`src/rtl/vga_pkg.sv`:
```
// vga_pkg: shared timing constants, derivation helpers and
// the raw sync/active bundle carried down the latency line.
package vga_pkg;

    localparam int VGA640_H_FRONT = 16;
    localparam int VGA640_H_SYNC  = 96;
    localparam int VGA640_H_BACK  = 48;
    localparam int VGA640_H_ACT   = 640;
    localparam int VGA640_V_FRONT = 10;
    localparam int VGA640_V_SYNC  = 2;
    localparam int VGA640_V_BACK  = 33;
    localparam int VGA640_V_ACT   = 480;

    localparam int VGA800_H_FRONT = 40;
    localparam int VGA800_H_SYNC  = 128;
    localparam int VGA800_H_BACK  = 88;
    localparam int VGA800_H_ACT   = 800;
    localparam int VGA800_V_FRONT = 1;
    localparam int VGA800_V_SYNC  = 4;
    localparam int VGA800_V_BACK  = 23;
    localparam int VGA800_V_ACT   = 600;

    typedef struct packed {
        logic hs;
        logic vs;
        logic act;
    } rawSync_t;

    function automatic int totalOf(input int front, input int sync,
                                   input int back, input int act);
        return front + sync + back + act;
    endfunction

    function automatic int blankOf(input int front, input int sync,
                                   input int back);
        return front + sync + back;
    endfunction

    // Counters reach TOTAL-1 and the address reaches ACT area-1.
    function automatic bit fitsCheck(input int hTot, input int vTot,
                                     input int hAct, input int vAct,
                                     input int cw, input int aw);
        longint cLim;
        longint aLim;
        cLim = longint'(1) << cw;
        aLim = longint'(1) << aw;
        return (hTot <= cLim) && (vTot <= cLim) &&
               (longint'(hAct) * longint'(vAct) <= aLim);
    endfunction

endpackage

```
`src/rtl/vga_pipe_delay.sv`:
```
// vga_pipe_delay: DEPTH-stage enabled shift line, W bits wide.
// DEPTH of zero degenerates to a plain wire.
module vga_pipe_delay #(
    parameter int DEPTH = 2,
    parameter int W     = 3
) (
    input  logic         iCLK,
    input  logic         iRST_N,
    input  logic         iEN,
    input  logic [W-1:0] iData,
    output logic [W-1:0] oData
);

    if (DEPTH == 0) begin : gPass
        logic unusedCtl;
        assign unusedCtl = &{1'b0, iCLK, iRST_N, iEN};
        assign oData = iData;
    end else begin : gShift
        logic [W-1:0] sr [DEPTH];

        // shift one stage per enabled cycle
        always_ff @(posedge iCLK or negedge iRST_N) begin
            if (!iRST_N) begin
                for (int i = 0; i < DEPTH; i++) sr[i] <= '0;
            end else if (iEN) begin
                sr[0] <= iData;
                for (int i = 1; i < DEPTH; i++) sr[i] <= sr[i-1];
            end
        end

        assign oData = sr[DEPTH-1];
    end

endmodule

```
`src/rtl/vga_timing_gen.sv`:
```
// vga_timing_gen: parametrised VGA raster timing with host fetch
// interface and sync/blank delayed to match the host read latency.
module vga_timing_gen
    import vga_pkg::*;
#(
    parameter int   H_FRONT = VGA640_H_FRONT,
    parameter int   H_SYNC  = VGA640_H_SYNC,
    parameter int   H_BACK  = VGA640_H_BACK,
    parameter int   H_ACT   = VGA640_H_ACT,
    parameter int   V_FRONT = VGA640_V_FRONT,
    parameter int   V_SYNC  = VGA640_V_SYNC,
    parameter int   V_BACK  = VGA640_V_BACK,
    parameter int   V_ACT   = VGA640_V_ACT,
    parameter logic HS_POL  = 1'b0,
    parameter logic VS_POL  = 1'b0,
    parameter int   PIX_LAT = 2,
    parameter int   CW      = 12,
    parameter int   AW      = 22
) (
    input  logic          iCLK,
    input  logic          iRST_N,
    input  logic          iEN,
    input  logic [7:0]    iRed,
    input  logic [7:0]    iGreen,
    input  logic [7:0]    iBlue,
    output logic          oRequest,
    output logic [CW-1:0] oCurrent_X,
    output logic [CW-1:0] oCurrent_Y,
    output logic [AW-1:0] oAddress,
    output logic          oLine_Start,
    output logic          oFrame_Start,
    output logic [7:0]    oVGA_R,
    output logic [7:0]    oVGA_G,
    output logic [7:0]    oVGA_B,
    output logic          oVGA_HS,
    output logic          oVGA_VS,
    output logic          oVGA_BLANK,
    output logic          oVGA_SYNC,
    output logic          oVGA_CLOCK
);

    localparam int H_TOTAL = totalOf(H_FRONT, H_SYNC, H_BACK, H_ACT);
    localparam int V_TOTAL = totalOf(V_FRONT, V_SYNC, V_BACK, V_ACT);
    localparam int H_BLANK = blankOf(H_FRONT, H_SYNC, H_BACK);
    localparam int V_BLANK = blankOf(V_FRONT, V_SYNC, V_BACK);

    localparam logic [CW-1:0] H_LAST = CW'(H_TOTAL - 1);
    localparam logic [CW-1:0] V_LAST = CW'(V_TOTAL - 1);
    localparam logic [CW-1:0] H_BLK  = CW'(H_BLANK);
    localparam logic [CW-1:0] V_BLK  = CW'(V_BLANK);
    localparam logic [CW-1:0] H_SS   = CW'(H_FRONT);
    localparam logic [CW-1:0] H_SE   = CW'(H_FRONT + H_SYNC);
    localparam logic [CW-1:0] V_SS   = CW'(V_FRONT);
    localparam logic [CW-1:0] V_SE   = CW'(V_FRONT + V_SYNC);

    if (!fitsCheck(H_TOTAL, V_TOTAL, H_ACT, V_ACT, CW, AW)) begin : gSizeErr
        $error("vga_timing_gen: CW or AW too narrow for the timing");
    end

    if (PIX_LAT < 0 || PIX_LAT > 7) begin : gLatErr
        $error("vga_timing_gen: PIX_LAT out of range 0..7");
    end

    logic [CW-1:0] hCont;
    logic [CW-1:0] vCont;
    logic          hWrap;
    logic          vWrap;
    logic          active;
    rawSync_t      raw;
    rawSync_t      dly;

    assign hWrap  = (hCont == H_LAST);
    assign vWrap  = (vCont == V_LAST);
    assign active = (hCont >= H_BLK) && (vCont >= V_BLK);

    // raster counters, V steps on the H wrap edge
    always_ff @(posedge iCLK or negedge iRST_N) begin
        if (!iRST_N) begin
            hCont <= '0;
            vCont <= '0;
        end else if (iEN) begin
            hCont <= hWrap ? '0 : hCont + CW'(1);
            if (hWrap) vCont <= vWrap ? '0 : vCont + CW'(1);
        end
    end

    assign oRequest     = active && iEN;
    assign oCurrent_X   = active ? hCont - H_BLK : '0;
    assign oCurrent_Y   = active ? vCont - V_BLK : '0;
    assign oLine_Start  = oRequest && (hCont == H_BLK);
    assign oFrame_Start = oLine_Start && (vCont == V_BLK);

    // linear address accumulator, restarts with each frame
    always_ff @(posedge iCLK or negedge iRST_N) begin
        if (!iRST_N) begin
            oAddress <= '0;
        end else if (iEN) begin
            if (hWrap && vWrap) oAddress <= '0;
            else if (active)    oAddress <= oAddress + AW'(1);
        end
    end

    assign raw.hs  = (hCont >= H_SS) && (hCont < H_SE);
    assign raw.vs  = (vCont >= V_SS) && (vCont < V_SE);
    assign raw.act = active;

    vga_pipe_delay #(
        .DEPTH (PIX_LAT),
        .W     ($bits(rawSync_t))
    ) uDelay (
        .iCLK   (iCLK),
        .iRST_N (iRST_N),
        .iEN    (iEN),
        .iData  (raw),
        .oData  (dly)
    );

    // output register: polarity, blanking and video masking
    always_ff @(posedge iCLK or negedge iRST_N) begin
        if (!iRST_N) begin
            oVGA_HS    <= ~HS_POL;
            oVGA_VS    <= ~VS_POL;
            oVGA_BLANK <= 1'b0;
            oVGA_R     <= '0;
            oVGA_G     <= '0;
            oVGA_B     <= '0;
        end else if (iEN) begin
            oVGA_HS    <= dly.hs ? HS_POL : ~HS_POL;
            oVGA_VS    <= dly.vs ? VS_POL : ~VS_POL;
            oVGA_BLANK <= dly.act;
            oVGA_R     <= dly.act ? iRed   : '0;
            oVGA_G     <= dly.act ? iGreen : '0;
            oVGA_B     <= dly.act ? iBlue  : '0;
        end
    end

    assign oVGA_SYNC  = 1'b1;
    assign oVGA_CLOCK = ~iCLK;

endmodule

```
`config.mk`:
```
export PLATFORM = sky130hd
export DESIGN_NAME = vga_timing_gen
export DESIGN_NICKNAME = d
export VERILOG_FILES = /design/src/rtl/vga_pkg.sv /design/src/rtl/vga_pipe_delay.sv /design/src/rtl/vga_timing_gen.sv
export SDC_FILE = /design/constraint.sdc
export NUM_CORES = 1
export LEC_CHECK = 0
export CAP_MARGIN = 10
export CORE_MARGIN = 2
export CORE_UTILIZATION = 50
export DETAILED_ROUTE_END_ITERATION = 10
export PLACE_DENSITY = 0.91
export REMOVE_ABC_BUFFERS = 1
export SLEW_MARGIN = 40
export SYNTH_ARGS = -nofsm -noshare
export SYNTH_HDL_FRONTEND = slang
export SYNTH_SLANG_ARGS = --single-unit
export TNS_END_PERCENT = 100
```
`constraint.sdc`:
```
create_clock -name iCLK -period 3.5 [get_ports iCLK]
set_input_delay 0.7 -clock iCLK [delete_from_list [all_inputs] [get_ports iCLK]]
set_output_delay 0.7 -clock iCLK [all_outputs]
set_load 0.01 [all_outputs]
```
==> impl_metrics.sql, run 1 <==
INSERT INTO impl_metrics (metric_group, metric, value, unit) VALUES
('critical_path', 'capturing_element_type_of_the_critical_path', 'output pin', ''),
('placement', 'gp_congestion', '0.907', ''),
('timing', 'maxClockFrequency', '0.294', 'GHz'),
('die', 'num_rows', '34', ''),
('routing', 'post_drt_wl_per_cell', '16.1', 'um'),
('logic_synthesis', 'synthesis.area', '0.00435', 'mm^2'),
('grt', 'grt_pass1_wl', '18400', 'um'),
('routing', 'drt_iter0_drc', '225', ''),
('timing', 'fin_worst_skew', '12.0', 'ps'),
('finish', 'layout-area-overhead-vs-synth', '30.5', '%'),
('run', 'drv.max_cap_violation_count', '0', ''),
('logic_synthesis', 'synth_async_sr_flop_share', '100', '%'),
('die', 'coreArea', '0.00859', 'mm^2'),
('die', 'die_width', '97.3', 'um'),
('logic_synthesis', 'synth.area.top_cells', 'dfrtp_1, o21ai_0, nand3_1', ''),
('timing', 'final.period_utilization', '97.3', '%'),
('status', 'status', 'finished, final reports clean', ''),
('critical_path', 'critPathKind', 'reg -> out', ''),
('routing', 'totalWireLength', '11300', 'um'),
('routing', 'detail-route-antenna-nets', '0', ''),
('clock_tree', 'worst_setup_hold_path_clk_slew', '80', 'ps'),
('critical_path', 'worstPathMaxFanout', '21', ''),
('routing', 'drc', '0', ''),
('pwr', 'cellLeakagePower', '2.36', 'nW'),
('logic_synthesis', 'synth_commonest_cells', 'dfrtp_1, o21ai_0, nand3_1', ''),
('finish', 'multi_input_comb_area', '0.00207', 'mm^2'),
('logic_synthesis', 'yosys.area.top_type_share', '44.3', '%'),
('placement', 'number_of_buffers_inserted_by_port_buffering', '103', ''),
('timing', 'timing_worst_slew_pin_value', '730', 'ps'),
('grt', 'antenna_found_initial', '0', ''),
('die', 'starting_density_of_the_core', '50.6', '%'),
('timing', 'hold-worst-slack', '371', 'ps'),
('logic_synthesis', 'ys_dominant_reg_cell', 'dfrtp_1', ''),
('pwr', 'ir_drop', '0.220', 'mV'),
('pwr', 'power_frac_comb', '14.3', '%'),
('clock_tree', 'cts-root-to-sink-buffers', '2', ''),
('logic_synthesis', 'synth.most_common_cell', 'dfrtp_1', ''),
('grt', 'grt.overflow.total', '0', ''),
('pwr', 'power_per_unit_of_standard_cell_area', '365', 'mW/mm^2'),
('logic_synthesis', 'yosys_warnings', '0', ''),
('pwr', 'swShare', '30.4', '%'),
('finish', 'nFillCells', '684', ''),
('grt', 'first_global_vias', '3759', ''),
('routing', 'vias', '4070', ''),
('logic_synthesis', 'post_synth_inst_count', '492', ''),
('pwr', 'clockPowerShare', '34.7', '%'),
('hold_path', 'class_of_the_tightest_hold_or_removal_check', 'in -> async', ''),
('logic_synthesis', 'seq_area_frac_synth', '45.5', '%'),
('timing', 'finalWorstPathRequiredPeriod', '3400', 'ps'),
('logic_synthesis', 'cell_accounting_for_the_most_synthesized_area', 'dfrtp_1', ''),
('pwr', 'internal-power', '1.44', 'mW'),
('logic_synthesis', 'synth-edff-count', '0', ''),
('finish', 'antenna-diode-count', '0', ''),
('grt', 'groute.usage.overall', '23.3', '%'),
('routing', 'drt_pass1_iterations', '5', ''),
('routing', 'route.detailed.vias_per_inst', '5.82', ''),
('logic_synthesis', 'synthesis.area_per_instance', '8.84', 'um^2'),
('die', 'die_height', '97.3', 'um'),
('finish', 'finalNetCount', '623', ''),
('finish', 'final_layout_size_suffix_gt1_share', '8.80', '%'),
('finish', 'sequential_cell_area', '0.00198', 'mm^2'),
('timing', 'report.final.hold_viol_count', '0', ''),
('logic_synthesis', 'synth-seq-cells', '79', ''),
('timing', 'timing.final.max_slew_violations', '0', ''),
('clock_tree', 'ctsRootBufferMaster', 'clkbuf_8', ''),
('clock_tree', 'cts_tree', 'yes', ''),
('timing', 'max_slew_margin', '51.4', '%'),
('critical_path', 'critPathArrivalTime', '2700', 'ps'),
('clock_tree', 'cts-buffers-inserted', '9', ''),
('timing', 'finalSetupViolCount', '0', ''),
('placement', 'post-dp-hpwl', '7660', 'um'),
('clock_tree', 'insertion_delay', '360', 'ps'),
('die', 'die_area', '0.00946', 'mm^2'),
('die', 'io_pins', '105', ''),
('timing', 'finalSetupTns', '0', 'ps'),
('critical_path', 'critPathRequiredTime', '2800', 'ps'),
('logic_synthesis', 'netlist-cell-type-count', '50', ''),
('clock_tree', 'cts_max_level', '3', ''),
('grt', 'grt_start_max_net_pins', '80', ''),
('pwr', 'p_switching', '629', 'uW'),
('pwr', 'post-layout-total-power', '2.07', 'mW'),
('critical_path', 'worst_setup_path_start_kind', 'flip-flop', ''),
('pwr', 'seq_power_share', '51.0', '%');
[stage by stage]
stage	utilization [%]	area, um^2	instances	worst slack [ps]
2_1_floorplan	-	4200	459	662
3_3_place_gp	63.4	5450	681	454
3_5_place_dp	63.5	5460	681	353
4_1_cts	65.8	5650	697	28.2
5_1_grt	66.1	5680	699	-29.6
6_report	66.1	5680	699	95.6
[critical path, stage by stage (launching register included)]
cell	delay, ps
dfrtp_2	420
inv_1	130
ha_1	180
nand2_1	50
or3_1	360
a32o_2	350
buf_12	170
nor2_1	120
clkdlybuf4s50_1	550
[layer usage]
metal | global-route usage [%] | vias to the layer above | part of all wire (%)
met2 | 39.3 | 191 | 50
met3 | 4.82 | 27 | 6.6
met5 | 0 | - | 0
met4 | 5.45 | 0 | 1.5
li1 | - | 1901 | -
met1 | 31.0 | 1951 | 42
[flip-flops by register name (all words and copies together), names as in the netlist]
| register | cells |
|---|---|
| oVGA_BLANK | 1 |
| hCont | 12 |
| oVGA_G | 8 |
| oVGA_VS | 1 |
| uDelay.gShift.sr | 3 |
| oVGA_R | 8 |
| uDelay.oData | 3 |
| oVGA_HS | 1 |
| oAddress | 22 |
| oVGA_B | 8 |
| vCont | 12 |
[power by group through the flow]
stage / Sequential (mW) / Clock [mW] / Combinational (mW)
6_report: 1.06 / 0.718 / 0.296
5_1_grt: 1.07 / 0.776 / 0.325
4_1_cts: 1.05 / 0.731 / 0.296
3_5_place_dp: 1.07 / 0.0330 / 0.293
3_3_place_gp: 1.07 / 0.0330 / 0.277
2_1_floorplan: 1.06 / 0.0112 / 0.152
[layout make-up]
type,instances,share of cell area [%]
inverter,41,2.71
multi-input combinational,338,36.4
clock inverter,7,0.859
clock buffer,11,2.80
sequential,79,34.9
tap,108,2.38
timing repair buffer,115,19.9
[cell families (layout without fill, tap and decap cells)]
group | count (synthesis) | after routing | synth area share, %
flops | 79 | 79 | 45.5
fa+ha+maj | 10 | 10 | 2.88
other cells | 1 | 1 | 0.0862
simple gates | 176 | 176 | 21.4
compound gates | 119 | 119 | 16.3
buf+inv | 75 | 174 | 7.13
mux | 5 | 5 | 1.27
xor+xnor | 27 | 27 | 5.44
[layout by cell type (no fill, tap or decap), types with 9 or more instances in the layout]
master,instances
clkdlybuf4s50_1,98
dfrtp_1,74
o21ai_0,67
nand3_1,43
inv_1,42
nor2_1,40
nand2_1,34
xor2_1,17
o31ai_1,13
a21oi_1,11
buf_4,11
xnor2_1,10
ha_1,10
nor3_1,9
clkbuf_8,9
[worst paths after layout]
| path | slack [ps] | cells past startpoint | start | to |
|---|---|---|---|---|
| worst max-delay path | 100 | 8 | vCont[1] | oCurrent_Y[2] |
| worst min-delay path | 370 | 1 | iRST_N | vCont[6] |
| worst max register to register | 730 | 10 | vCont[0] | oAddress[19] |
| worst min register to register | 420 | 1 | uDelay.oData[1] | oVGA_VS |
| max in group asynchronous | 2590 | 1 | iRST_N | vCont[1] |
| min in group iCLK | 420 | 1 | uDelay.oData[1] | oVGA_VS |
[repair_timing]
action	4_1_cts	5_1_grt
buffers inserted	0	2
setup endpoints to repair	6	14
hold buffers	0	0
resized for setup	6	2
Note: power is estimated with default switching activity, not from simulation.
==> run 2, diff against run 1 <==
ABC_CLOCK_PERIOD_IN_PS = 3500   (was unset)
CTS_CLUSTER_DIAMETER = 150   (was unset)
==> results of run 2 <==
The final DEF is identical to that of run 1; final timing and power are the same.
